## src/rtl/alu_result_register.sv

```systemverilog
// alu_result_register
//   Result register stage behind the Lab4 ALU. A debounced press of the
//   active-low pushbutton captures ALUOut into Q and pushes it onto a
//   DEPTH-entry history buffer. Q feeds back as the ALU's B operand.
//
// Ports
//   Clock         in   system clock, all state on rising edge
//   Reset         in   asynchronous, active-high
//   KeyN          in   raw pushbutton, active-low, asynchronous to Clock
//   ALUOut        in   ALU result, sampled on the capture edge
//   HistSel       in   history index, 0 = newest
//   Q             out  last captured result
//   HistOut       out  hist[HistSel] when that entry is valid, else 0
//   Count         out  number of valid history entries, saturates at DEPTH
//   CapturePulse  out  one-cycle pulse per accepted press
//
// Debounce FSM
//   state        | meaning
//   IDLE         | key released and stable, waiting for a press
//   PRESS_WAIT   | key seen low, counting stable-low cycles
//   HELD         | press accepted and captured, waiting for release
//   RELEASE_WAIT | key seen high, counting stable-high cycles

module alu_result_register #(
    parameter int DATA_W          = 8,
    parameter int DEPTH           = 4,
    parameter int DEBOUNCE_CYCLES = 1000000
) (
    input  logic                       Clock,
    input  logic                       Reset,
    input  logic                       KeyN,
    input  logic [DATA_W-1:0]          ALUOut,
    input  logic [$clog2(DEPTH)-1:0]   HistSel,
    output logic [DATA_W-1:0]          Q,
    output logic [DATA_W-1:0]          HistOut,
    output logic [$clog2(DEPTH):0]     Count,
    output logic                       CapturePulse
);

    localparam int CNT_W   = $clog2(DEBOUNCE_CYCLES);
    localparam int COUNT_W = $clog2(DEPTH) + 1;

    localparam logic [CNT_W-1:0]   CNT_MAX   = CNT_W'(DEBOUNCE_CYCLES - 1);
    localparam logic [COUNT_W-1:0] COUNT_MAX = COUNT_W'(DEPTH);

    typedef enum logic [1:0] {
        IDLE         = 2'd0,
        PRESS_WAIT   = 2'd1,
        HELD         = 2'd2,
        RELEASE_WAIT = 2'd3
    } state_t;

    state_t             state_q, state_d;
    logic [CNT_W-1:0]   cnt_q, cnt_d;
    logic [1:0]         sync_q;
    logic               key_s;
    logic               capture;

    logic [DATA_W-1:0]  hist_q [DEPTH];
    logic [DATA_W-1:0]  q_q;
    logic [COUNT_W-1:0] count_q;
    logic               pulse_q;

    // Two-flop synchroniser; resets to the released level so a key held
    // through reset still has to pass a full debounce.
    always_ff @(posedge Clock or posedge Reset) begin
        if (Reset) begin
            sync_q <= 2'b11;
        end else begin
            sync_q <= {sync_q[0], KeyN};
        end
    end

    assign key_s = sync_q[1];

    always_ff @(posedge Clock or posedge Reset) begin
        if (Reset) begin
            state_q <= IDLE;
            cnt_q   <= '0;
        end else begin
            state_q <= state_d;
            cnt_q   <= cnt_d;
        end
    end

    always_comb begin
        state_d = state_q;
        cnt_d   = cnt_q;
        capture = 1'b0;
        case (state_q)
            IDLE: begin
                if (!key_s) begin
                    state_d = PRESS_WAIT;
                    cnt_d   = '0;
                end
            end
            PRESS_WAIT: begin
                if (key_s) begin
                    state_d = IDLE;
                end else if (cnt_q == CNT_MAX) begin
                    state_d = HELD;
                    capture = 1'b1;
                end else begin
                    cnt_d = cnt_q + CNT_W'(1);
                end
            end
            HELD: begin
                if (key_s) begin
                    state_d = RELEASE_WAIT;
                    cnt_d   = '0;
                end
            end
            RELEASE_WAIT: begin
                if (!key_s) begin
                    state_d = HELD;
                end else if (cnt_q == CNT_MAX) begin
                    state_d = IDLE;
                end else begin
                    cnt_d = cnt_q + CNT_W'(1);
                end
            end
            default: begin
                state_d = IDLE;
                cnt_d   = '0;
            end
        endcase
    end

    // Capture datapath. ALUOut may be a function of Q; the register samples
    // the pre-edge value, so there is no combinational loop through Q.
    always_ff @(posedge Clock or posedge Reset) begin
        if (Reset) begin
            q_q     <= '0;
            count_q <= '0;
            pulse_q <= 1'b0;
            for (int i = 0; i < DEPTH; i++) begin
                hist_q[i] <= '0;
            end
        end else begin
            pulse_q <= capture;
            if (capture) begin
                q_q       <= ALUOut;
                hist_q[0] <= ALUOut;
                for (int i = DEPTH - 1; i > 0; i--) begin
                    hist_q[i] <= hist_q[i-1];
                end
                if (count_q != COUNT_MAX) begin
                    count_q <= count_q + COUNT_W'(1);
                end
            end
        end
    end

    assign Q            = q_q;
    assign Count        = count_q;
    assign CapturePulse = pulse_q;

    // Entries beyond Count were never written since reset; mask them.
    assign HistOut = ({1'b0, HistSel} < count_q) ? hist_q[HistSel] : '0;

endmodule
```

## config.mk

```make
export PLATFORM = sky130hd
export DESIGN_NAME = alu_result_register
export DESIGN_NICKNAME = d
export VERILOG_FILES = /design/src/rtl/alu_result_register.sv
export SDC_FILE = /design/constraint.sdc
export NUM_CORES = 1
export LEC_CHECK = 0
export CAP_MARGIN = 5
export CELL_PAD_IN_SITES_DETAIL_PLACEMENT = 0
export CELL_PAD_IN_SITES_GLOBAL_PLACEMENT = 1
export CORE_AREA = 2 2 85 87
export CTS_CLUSTER_SIZE = 12
export DETAILED_ROUTE_END_ITERATION = 8
export DIE_AREA = 0 0 87 89
export PLACE_DENSITY_LB_ADDON = 0.1
export SLEW_MARGIN = 40
export SYNTH_ARGS = -nofsm -noshare
export SYNTH_HDL_FRONTEND = slang
export SYNTH_SLANG_ARGS = --single-unit
```

## constraint.sdc

```tcl
create_clock -name Clock -period 3.25 [get_ports Clock]
set_clock_uncertainty 0.1 [all_clocks]
set_input_delay 0.975 -clock Clock [delete_from_list [all_inputs] [get_ports Clock]]
set_output_delay 0.975 -clock Clock [all_outputs]
set_load 0.1 [all_outputs]
```

==> run metrics <==
pins over their slew limit 0; RSZ-0062 raised after global routing no; Post-Syn Area 3010 um^2; Cell Area, Placed 3510 um^2; Pre-antenna DRT Iters 5; Initial Util 0.448; port bufs 32; GRT Total Usage 0.172; synthesized flop and latch total 60; Async SR Flop Fraction 1.00; f_max 321 MHz; slew margin rel. 0.494; vias in the first global route 2006; Post-synth EDFFs 0; fin nets 303; first-pass GRT wire length 10.1 mm; syn_area_per_cell 11.9 um^2; final setup fails 0; most frequent cells in the layout 57 x dfrtp_1, 33 x mux2_2, 15 x buf_4; status finished clean; Lkg Pwr 1.67 nW; clock root cell clkbuf_8; R2R Path End Count[1]; Worst VDD drop 0.000287 V; Crit. Startpoint HistSel[0]; arrival time at the worst endpoint 2040 ps; wire per inst 16.2 um; global route overflow 0; largest net degree at the start of global routing 61; Net Count, Synth 269; clock buffer depth 2; Finished Layout Cells 371; reg-to-reg setup timing slack 700 ps; synth unique cells 42; PD cells 397 nW/um^2; Vias per Instance 5.51; clk_lat worst skew 330 ps; DIE AREA 7740 um^2; H-Tree Depth 3; commonest non-fill, non-tap cell in the layout dfrtp_1; layout cells sized above 1 0.368; kind of critical path primary input to primary output; Total Wirelength 6.01 mm; crit path capture HistOut[4]; Critical Path End Type primary output; CTS Sinks 60; via count 2046; Die Width 87 um; TritonCTS buffer count 9; Final Cycle Share 0.959; Final GP Congestion 0.755; Post-CTS Hold Buffers 0; dominant synthesized flop cell dfrtp_1; Synth warnings 0; Diodes inserted 0; clock slew at reported path FFs 60 ps; startpoint types primary input; final instance area 3720 um^2; ANT nets after route 0; hold crit path type flop to flop; final hold violation count 0; Remaining DRCs 0; Chip Height 89 um; antenna violations before repair 0; Post-Syn Instances 252; row cnt 30; cell count after placement 353; CTS tree done; P&R area growth vs syn 23.7%; DP HPWL 4.04 mm; CP Max Fanout 4; I/O pins 33; DR iter-0 viols 99; Tightest Pin Transition 757 ps; cells on worst reg2reg path 6; WHS Path Cells 0; FF-to-FF Start cnt_q[8]; max cap viols 0; required time worst endpoint 2170 ps; minimum clock period 3120 ps; Core Area 6720 um^2; sequential element share of the synthesized area 0.500
-- Yosys cell counts (7+ instances only) --
library cell | n | share of area
nand3_1 | 12 | 0.020
a21oi_1 | 9 | 0.015
o21ai_0 | 10 | 0.017
and3_1 | 7 | 0.015
dfrtp_1 | 58 | 0.48
mux2_2 | 33 | 0.12
nand2_1 | 13 | 0.016
buf_4 | 10 | 0.025
nor2b_1 | 8 | 0.017
nor2_1 | 13 | 0.016
mux4_2 | 8 | 0.060
inv_1 | 8 | 0.010
-- repair_timing --
| item | CTS | global route |
|---|---|---|
| pin swaps | 2 | 2 |
| endpoints found under the setup margin | 8 | 8 |
| resized for setup | 7 | 3 |
| buffers inserted | 2 | 0 |
-- per-layer routing --
| layer | global-route usage | wire length [um] | vias to the layer above | part of all wire |
|---|---|---|---|---|
| li1 | - | - | 972 | - |
| met1 | 0.254 | 2990 | 1032 | 0.50 |
| met2 | 0.241 | 2690 | 34 | 0.45 |
| met3 | 0.0342 | 240 | 8 | 0.040 |
| met4 | 0.0810 | 86 | 0 | 0.014 |
| met5 | 0 | 0 | - | 0 |
-- registers in the layout (all words and copies together) (netlist names), named ones only --
signal and flops:
CapturePulse 1, Q 8, state_q 1, Count 3, hist_q 24, cnt_q 20, sync_q 2
-- metrics by stage --
step	total power [W]	TNS, ps	utilization	setup slack, ps	hold slack (ps)
2_1_floorplan	0.000821	0	-	16.4	245
3_3_place_gp	0.000858	-3350	0.523	-420	247
3_5_place_dp	0.000857	-3400	0.523	-432	247
4_1_cts	0.00150	0	0.556	7.43	256
5_1_grt	0.00154	0	0.554	96.4	259
6_report	0.00148	0	0.554	133	255
-- critical path, stage by stage --
cell,delay [ps]
buf_2,120
buf_6,130
mux4_2,500
nor2b_4,150
buf_12,160
-- cell families after synthesis --
logic type,count (synthesis),share of synthesized area
AND/OR/NAND/NOR,79,0.157
flip-flops,60,0.500
multiplexers,42,0.187
AO/OA/AOI/OAI,33,0.0686
buffers and inverters,26,0.0478
XOR/XNOR,8,0.0233
adder cells (fa/ha/maj),4,0.0166
-- layout make-up --
type                       instances  area (um^2)
clock buffer                      10          128
clock inverter                     6         55.1
fill                             573         3000
inverter                           9         33.8
multi-input combinational        166         1440
sequential                        60         1510
tap                               80          100
timing repair buffer              40          465
-- where the power goes --
part	switching (W)	internal [W]	total [W]
clock	0.000284	0.000347	0.000631
combinational	0.0000457	0.0000361	0.0000818
sequential	0.00000982	0.000754	0.000764
total	0.000340	0.00114	0.00148
-- how the worst min path moves through the flow --
| stage | start | to | slack (ps) |
|---|---|---|---|
| finish | sync_q[0] | sync_q[1] | 260 |
| global placement | sync_q[0] | sync_q[1] | 250 |
| floorplan | sync_q[0] | sync_q[1] | 250 |
| global route | sync_q[0] | sync_q[1] | 260 |
| CTS | sync_q[0] | sync_q[1] | 260 |
| detailed placement | sync_q[0] | sync_q[1] | 250 |
No activity file was read; power rests on OpenSTA's default activity.
